--- src/rtl/instr_mem_loader_pkg.sv ---
// instr_mem_loader_pkg: shared state encoding and stream-format constants
package instr_mem_loader_pkg;
   typedef enum logic [2:0] {
      S_IDLE,
      S_LEN_HI,
      S_LEN_LO,
      S_DATA,
      S_CHECK,
      S_DONE,
      S_ERR
   } state_e;
   localparam int LEN_BYTES  = 2;
   localparam int WORD_BYTES = 4;
endpackage

--- src/rtl/instr_mem_loader_word_assembler.sv ---
// word_assembler: packs a big-endian byte stream into 32-bit words
module word_assembler
   import instr_mem_loader_pkg::*;
(
   input  logic        clk_i,
   input  logic        rst_i,
   input  logic        clr_i,
   input  logic        byte_en_i,
   input  logic [7:0]  byte_i,
   output logic        word_done_o,
   output logic [31:0] word_o
);
   logic [1:0]  cnt_q, cnt_d;
   logic [23:0] sh_q, sh_d;
   // the 4th byte bypasses the shift register so the word is ready on its accepting edge
   always_comb begin
      word_done_o = byte_en_i & (cnt_q == 2'(WORD_BYTES - 1));
      word_o      = {sh_q, byte_i};
      cnt_d       = clr_i ? '0 : byte_en_i ? cnt_q + 2'd1 : cnt_q;
      sh_d        = clr_i ? '0 : byte_en_i ? {sh_q[15:0], byte_i} : sh_q;
   end
   always_ff @(posedge clk_i) begin
      if (rst_i) begin
         cnt_q <= '0;
         sh_q  <= '0;
      end else begin
         cnt_q <= cnt_d;
         sh_q  <= sh_d;
      end
   end
endmodule

--- src/rtl/instr_mem_loader.sv ---
// instr_mem_loader: fills instruction RAM from a length-prefixed, XOR-checked byte stream
module instr_mem_loader
   import instr_mem_loader_pkg::*;
#(
   parameter int ADDR_W    = 10,
   parameter int MAX_WORDS = 256
) (
   input  logic              clk_i,
   input  logic              rst_i,
   input  logic              start_i,
   input  logic              byte_valid_i,
   input  logic [7:0]        byte_data_i,
   output logic              byte_ready_o,
   output logic              wr_en_o,
   output logic [ADDR_W-1:0] wr_addr_o,
   output logic [31:0]       wr_data_o,
   output logic              cpu_rst_o,
   output logic              done_o,
   output logic              err_o
);
   state_e            state_q, state_d;
   logic [15:0]       len_q, len_d, widx_q, widx_d, n_len;
   logic [7:0]        csum_q, csum_d;
   logic              wr_en_q, wr_en_d;
   logic [ADDR_W-1:0] wr_addr_q, wr_addr_d;
   logic [31:0]       wr_data_q, wr_data_d, word;
   logic              acc, restart, word_done, last_word;

   assign byte_ready_o = state_q inside {S_LEN_HI, S_LEN_LO, S_DATA, S_CHECK};
   assign acc          = byte_valid_i & byte_ready_o;
   assign restart      = start_i & (state_q inside {S_IDLE, S_DONE, S_ERR});
   assign n_len        = {len_q[15:8], byte_data_i};
   assign last_word    = widx_q == len_q - 16'd1;
   assign wr_en_o      = wr_en_q;
   assign wr_addr_o    = wr_addr_q;
   assign wr_data_o    = wr_data_q;
   assign done_o       = state_q == S_DONE;
   assign err_o        = state_q == S_ERR;
   assign cpu_rst_o    = state_q != S_DONE;

   word_assembler u_asm (
      .clk_i       (clk_i),
      .rst_i       (rst_i),
      .clr_i       (restart),
      .byte_en_i   (acc & (state_q == S_DATA)),
      .byte_i      (byte_data_i),
      .word_done_o (word_done),
      .word_o      (word)
   );

   always_comb begin
      state_d = state_q;
      case (state_q)
         S_IDLE, S_DONE, S_ERR: if (start_i) state_d = S_LEN_HI;
         S_LEN_HI: if (acc) state_d = S_LEN_LO;
         S_LEN_LO: if (acc) state_d = n_len > 16'(MAX_WORDS) ? S_ERR : n_len == '0 ? S_CHECK : S_DATA;
         S_DATA:   if (word_done && last_word) state_d = S_CHECK;
         S_CHECK:  if (acc) state_d = byte_data_i == csum_q ? S_DONE : S_ERR;
         default:  state_d = S_IDLE;
      endcase
   end

   always_comb begin
      len_d     = (acc && state_q == S_LEN_HI) ? {byte_data_i, 8'h00} :
                  (acc && state_q == S_LEN_LO) ? n_len : len_q;
      widx_d    = restart ? '0 : word_done ? widx_q + 16'd1 : widx_q;
      csum_d    = restart ? '0 : (acc && state_q == S_DATA) ? csum_q ^ byte_data_i : csum_q;
      wr_en_d   = word_done;
      wr_addr_d = word_done ? ADDR_W'({widx_q, 2'b00}) : wr_addr_q;
      wr_data_d = word_done ? word : wr_data_q;
   end

   always_ff @(posedge clk_i) begin
      if (rst_i) begin
         state_q   <= S_IDLE;
         len_q     <= '0;
         widx_q    <= '0;
         csum_q    <= '0;
         wr_en_q   <= 1'b0;
         wr_addr_q <= '0;
         wr_data_q <= '0;
      end else begin
         state_q   <= state_d;
         len_q     <= len_d;
         widx_q    <= widx_d;
         csum_q    <= csum_d;
         wr_en_q   <= wr_en_d;
         wr_addr_q <= wr_addr_d;
         wr_data_q <= wr_data_d;
      end
   end
endmodule

--- config.mk ---
export PLATFORM = sky130hd
export DESIGN_NAME = instr_mem_loader
export DESIGN_NICKNAME = d
export VERILOG_FILES = /design/src/rtl/instr_mem_loader_pkg.sv /design/src/rtl/instr_mem_loader_word_assembler.sv /design/src/rtl/instr_mem_loader.sv
export SDC_FILE = /design/constraint.sdc
export NUM_CORES = 1
export LEC_CHECK = 0
export ABC_AREA = 1
export BUFFER_PORTS_ARGS = -buffer_cell sky130_fd_sc_hd__buf_2
export CORE_MARGIN = 1
export CORE_UTILIZATION = 60
export DETAILED_ROUTE_END_ITERATION = 16
export PLACE_DENSITY_LB_ADDON = 0.1
export SLEW_MARGIN = 20
export SYNTH_ARGS = -nofsm -noshare
export SYNTH_HDL_FRONTEND = slang
export SYNTH_HIERARCHICAL = 1
export SYNTH_SLANG_ARGS = --single-unit
export TNS_END_PERCENT = 50
--- constraint.sdc ---
create_clock -name clk_i -period 5 [get_ports clk_i]
set_input_delay 0.5 -clock clk_i [delete_from_list [all_inputs] [get_ports clk_i]]
set_output_delay 0.5 -clock clk_i [all_outputs]
set_load 0.02 [all_outputs]
==> results of run 1 <==
logic make-up after synthesis:
kind of cell | after synthesis
compound gates | 99
fa+ha+maj | 3
other cells | 1
buf+inv | 117
flops | 110
xor+xnor | 29
simple gates | 386
per-stage QoR:
stage          total power, uW  setup WS (ps)  util [%]
6_report                  2230           1840      67.6
5_1_grt                   2390           1380      67.6
4_1_cts                   2240           1860      67.6
3_5_place_dp              1680           1890      65.0
3_3_place_gp              1660           1980      65.0
2_1_floorplan             1550           2670         -
final cells by class:
class / count / area (um^2)
Clock inverter: 7 / 88.8
Clock buffer: 9 / 124
Tap cell: 105 / 131
Multi-Input combinational cell: 519 / 2430
Timing Repair Buffer: 59 / 303
Sequential cell: 110 / 2200
Fill cell: 777 / 2680
Inverter: 79 / 297
worst max-delay path, cell delays in order (launching register included):
cell and delay [ps]:
dfxtp_1 390, inv_1 100, nor3_1 170, inv_1 110, nor2_4 90, buf_4 450, nand2_1 90, inv_1 360
buf_4 400, inv_1 340, nor3_1 310, xnor2_1 150, nor2_1 50
sequential cells by signal (all words and copies together), names as in the netlist:
register	flops
u_asm/cnt_q	2
wr_en_o	1
u_asm/sh_q	24
len_q	16
widx_q	16
wr_data_o	32
csum_q	8
state_q	3
wr_addr_o	8
worst max path at each step:
stage	to	slack, ps	startpoint
2_1_floorplan	widx_q[15]	2670	state_q[1]
3_3_place_gp	state_q[1]	1980	state_q[1]
3_5_place_dp	wr_data_o[14]	1890	state_q[1]
4_1_cts	widx_q[9]	1860	state_q[1]
5_1_grt	widx_q[9]	1380	state_q[1]
6_report	widx_q[9]	1840	state_q[1]
report_power, final:
group / total, uW / internal, uW / switching [uW] / leakage (uW)
clock network: 569 / 245 / 325 / 0.000106
logic: 688 / 235 / 453 / 0.00168
registers: 976 / 926 / 50.0 / 0.000888
total: 2230 / 1410 / 828 / 0.00267
routing by layer:
layer  up-vias  global-route usage (%)  routed length, um
met1      2112                    35.8               5450
met2        92                    47.2               5510
met3        12                    4.67                437
met5         -                       0                  0
met4         0                    6.94                127
li1       2367                       -                  -
cells in the final DEF (no fill, tap or decap), drive strengths merged:
cell type and instances:
a211oi 1, a21oi 38, buf 59, bufinv 1, clkbuf 9, clkinv 2, clkinvlp 1, conb 2
dfxtp 110, ha 3, inv 82, nand2 151, nand3 26, nand3b 4, nand4 7, nor2 189
nor3 5, nor3b 1, nor4 2, o21a 2, o21ai 57, o22ai 1, or2 1, xnor2 13
xnor3 1, xor2 15
==> flow_summary_export.csv, run 1 <==
group,metric,value,unit
floorplan,fp-row-count,33,
power_and_ir_drop,p_leak,0.00267,uW
global_routing,grt_pass1_vias,4222,
timing,hold_violations,0,
drt,wl,11500,um
power_and_ir_drop,power_per_cell_area,400,nW/um^2
clock_tree,postCtsSetupRepairBufs,0,
logic_synthesis,synth_top_family_by_area,"simple AND/OR/NAND/NOR gates",
logic_synthesis,synth_area_leader_cell,"dfxtp_1",
clock_tree,clock-sinks,110,
flow_run,maxCapViolCount,0,
drt,drc,0,
setup_path,rrSetupSlack,1840,ps
logic_synthesis,synth_most_common_cell,"nor2_1",
worst_hold_path,min_from,"byte_data_i[4]",
floorplan,die_w,94.7,um
clock_tree,cts-root-buf,"clkbuf_8",
layout,syn2layout_area_growth,8.25,%
drt,vias,4583,
logic_synthesis,synth-xor-area-share,5.20,%
logic_synthesis,yosys_warnings,6,
worst_hold_path,whs_endpoint,"wr_data_o[4]",
layout,nets,793,
logic_synthesis,synthCells,745,
timing,post-route-period-util,63.3,%
timing,relSlewSlack,35.7,%
global_routing,grt-ovfl-total,0,
global_routing,antenna_found_initial,0,
floorplan,pin_count,59,
logic_synthesis,ys_seq_area_share,42.7,%
logic_synthesis,yosysUniqueCellTypes,36,
drt,via_per_inst,5.16,
timing,grt_setup_unrepaired,"false",
placement,hpwl,8290,um
clock_tree,cts_tree,"yes",
setup_path,crit_path_start_kind,"register",
timing,slew_violations,0,
layout,layout-drive-gt1-share,12.4,%
worst_hold_path,hold_depth,3,
logic_synthesis,synthArstFlopShare,0,%
floorplan,die_y,94.7,um
setup_path,crit_arrival,3410,ps
placement,post_dp_cell_area,5370,um^2
timing,fin_crit,3160,ps
logic_synthesis,synth_edf_count,0,
logic_synthesis,synthFlopType,"dfxtp_1",
clock_tree,clkTransAtPathRegs,100,ps
power_and_ir_drop,ir_worst_vdd,258,uV
floorplan,coreArea,8260,um^2
floorplan,die-area,8960,um^2
logic_synthesis,yosysTopAreaCellShare,42.7,%
clock_tree,numCtsBuffers,9,
clock_tree,cts_buffer_depth,2,
timing,final.setup_skew,10.3,ps
clock_tree,clk_latency,380,ps
logic_synthesis,syn_area_per_cell,6.92,um^2
setup_path,r2r_end,"widx_q[9]",
drt,ant_nets,0,
setup_path,endpoint_kind,"register",
drt,firstDrtPassIters,4,
layout,final_cells,888,
setup_path,worst_r2r_startpoint,"state_q[1]",
logic_synthesis,synth_fa_ha_area_share,0.728,%
timing,worst_slew_pin_slew,961,ps
setup_path,criticalPathCategory,"reg -> reg",
clock_tree,h-tree-depth,3,
logic_synthesis,synthTopCellsByArea,"dfxtp_1 (43%), nor2_1 (13%), nand2_1 (11%)",
timing,final.setup.tns,0,ps
setup_path,worstPathMaxFanout,56,
layout,diodes,0,
clock_tree,cts_resized,0,
logic_synthesis,yosys-top-cells-count,"nor2_1 (181), nand2_1 (147), dfxtp_1 (110), inv_1 (76), o21ai_0 (56)",
layout,fin_area,5580,um^2
timing,maxClockFrequency,316,MHz
logic_synthesis,syn-cell-area,5150,um^2
setup_path,ff2ff_path_depth,12,
timing,setup_viol,0,
logic_synthesis,synth-compound-area-share,9.78,%
placement,place_congestion,0.846,
clock_tree,hold_buffers,0,
timing,holdWs,427,ps
setup_path,cp.required,5250,ps
global_routing,grt_pass1_wl,19300,um
global_routing,grt.total_usage,27.5,%
placement,port_buffers,56,
logic_synthesis,ys_ff_latch,110,
logic_synthesis,synth_mux_area_share,0,%
drt,first_iter_violations,212,
status,status,"completed",
global_routing,grt_max_degree,57,
floorplan,initial_core_util,62.4,%
placement,place_inst,872,
logic_synthesis,synth-simple-area-share,31.3,%
drt,wl_per_cell,13.0,um
worst_hold_path,hold_path.class,"in -> reg",
(Power assumes the default switching activity.)
==> inputs of run 2 (changes only) <==
CORE_UTILIZATION = 53   (was 60)
clock period = 2.55 ns   (was 5 ns; I/O delays follow)
==> run 2 against run 1 <==
Net effect:
- sequential share of layout area is 0.16 points lower
- critical path type unchanged
- non-clock buffer count up 2
- sequential power up 96%
- total power is 92% higher
- fmax grew 41%
- setup slack got worse by 1500 ps
- clock power is 78% higher
- critical path depth is 7 higher
- cell count is 2.9% higher
- flip-flop and latch count did not move
==> flow_summary_export.csv, run 2 (synthesis gave the netlist of run 1 again) <==
group,metric,value,unit
status,status,"completed",
power_and_ir_drop,ir_worst_vdd,325,uV
drt,firstDrtPassIters,4,
layout,layout_commonest_cell,"nor2_1",
global_routing,grt-ovfl-total,0,
layout,final_cell_mix,"nor2_1 (181), nand2_1 (147), dfxtp_1 (110)",
setup_path,worstPathMaxFanout,4,
timing,fin_ws,307,ps
clock_tree,cts_resized,0,
global_routing,grt_pass1_wl,20100,um
timing,final.setup.tns,0,ps
clock_tree,cts_buffer_depth,2,
layout,diodes,0,
floorplan,die-area,10100,um^2
power_and_ir_drop,p_leak,0.00267,uW
setup_path,endpoint_kind,"register",
clock_tree,cts_tree,"yes",
setup_path,crit_path_start_kind,"register",
clock_tree,clk_latency,370,ps
placement,dp_slack,342,ps
placement,port_buffers,56,
layout,final_cells,914,
layout,largest_reg_flops,32,
setup_path,crit_arrival,2520,ps
global_routing,grt_max_degree,56,
floorplan,die_w,101,um
drt,vias,4512,
drt,via_per_inst,4.94,
placement,hpwl,8530,um
global_routing,antenna_found_initial,0,
clock_tree,hold_buffers,0,
power_and_ir_drop,power_per_cell_area,765,nW/um^2
timing,final.setup_skew,9.29,ps
timing,slew_violations,0,
worst_hold_path,hold_path.class,"in -> reg",
floorplan,coreArea,9330,um^2
global_routing,grt_pass1_vias,4320,
clock_tree,postCtsSetupRepairBufs,0,
placement,place_congestion,0.826,
timing,hold_violations,0,
drt,wl_per_cell,13.0,um
timing,holdWs,189,ps
power_and_ir_drop,total_power,4280,uW
timing,maxClockFrequency,446,MHz
drt,wl,11900,um
layout,nets,795,
clock_tree,clock-sinks,110,
timing,grt_setup_unrepaired,"false",
floorplan,die_y,101,um
placement,place_inst,898,
floorplan,fp-row-count,35,
setup_path,criticalPathCategory,"reg -> reg",
global_routing,grt.total_usage,25.1,%
timing,relSlewSlack,51.3,%
floorplan,pin_count,59,
clock_tree,numCtsBuffers,9,
drt,drc,0,
setup_path,cp.required,2830,ps
drt,ant_nets,0,
timing,worst_slew_pin_slew,730,ps
floorplan,initial_core_util,55.3,%
timing,setup_viol,0,
drt,first_iter_violations,181,
clock_tree,clkTransAtPathRegs,110,ps
timing,fin_crit,2240,ps
clock_tree,h-tree-depth,3,
layout,syn2layout_area_growth,8.69,%
layout,layout-drive-gt1-share,12.5,%
clock_tree,cts-root-buf,"clkbuf_8",
timing,post-route-period-util,87.9,%
flow_run,maxCapViolCount,0,
[run 2: cell count changes in the layout (fill, tap and decap cells not counted), sizes merged]
cell      previous run  this run
buf                 59        61
bufinv               1         0
clkbuf               9        10
clkinvlp             1         2
inv                 82        81
[run 2: layer usage]
layer	up-vias	GRT usage (%)	wire, um	part of all wire [%]
li1	2368	-	-	-
met1	2035	32.3	5590	47
met2	89	42.7	5610	47
met3	20	3.68	480	4.0
met4	0	9.25	242	2.0
met5	-	0	0	0
[run 2: worst max-delay path: stages, from the launching register on]
cell and delay (ps):
dfxtp_1 380, inv_1 90, nor3_1 180, inv_1 120, nor2_4 100, nand2_1 50
inv_1 120, nand2_1 100, nand2_1 70, nand4_1 70, a21oi_1 150, nand2_1 60
nor2_1 120, nand2_1 60, nor2_1 80, nand3_1 120, nand2_2 120, nand2_1 60
nand2_1 70, nor2_2 30
[run 2: power breakdown]
group	switching [uW]	total (uW)	internal [uW]
registers	96.8	1910	1820
clock network	610	1010	398
logic	897	1360	466
[run 2: layout make-up]
| class | instances | area [um^2] |
|---|---|---|
| clock buffers | 10 | 138 |
| clock inverters | 6 | 52.6 |
| fillers | 931 | 3730 |
| inverters | 79 | 297 |
| multi-input cells | 519 | 2430 |
| flip-flops and latches | 110 | 2200 |
| well taps | 129 | 161 |
| repair buffers | 61 | 318 |
[run 2: final timing paths]
check            startpoint             end  slack, ps  cells past startpoint
max              state_q[1]      state_q[1]        310                     19
min          byte_data_i[4]    wr_data_o[4]        190                      3
max reg2reg      state_q[1]      state_q[1]        310                     19
min reg2reg  u_asm/sh_q[16]  u_asm/sh_q[16]        480                      2
[run 2: through the flow]
step / instance area, um^2 / util, %
2_1_floorplan: 5160 / -
3_3_place_gp: 5410 / 58.0
3_5_place_dp: 5410 / 58.0
4_1_cts: 5600 / 60.1
5_1_grt: 5600 / 60.1
6_report: 5600 / 60.1
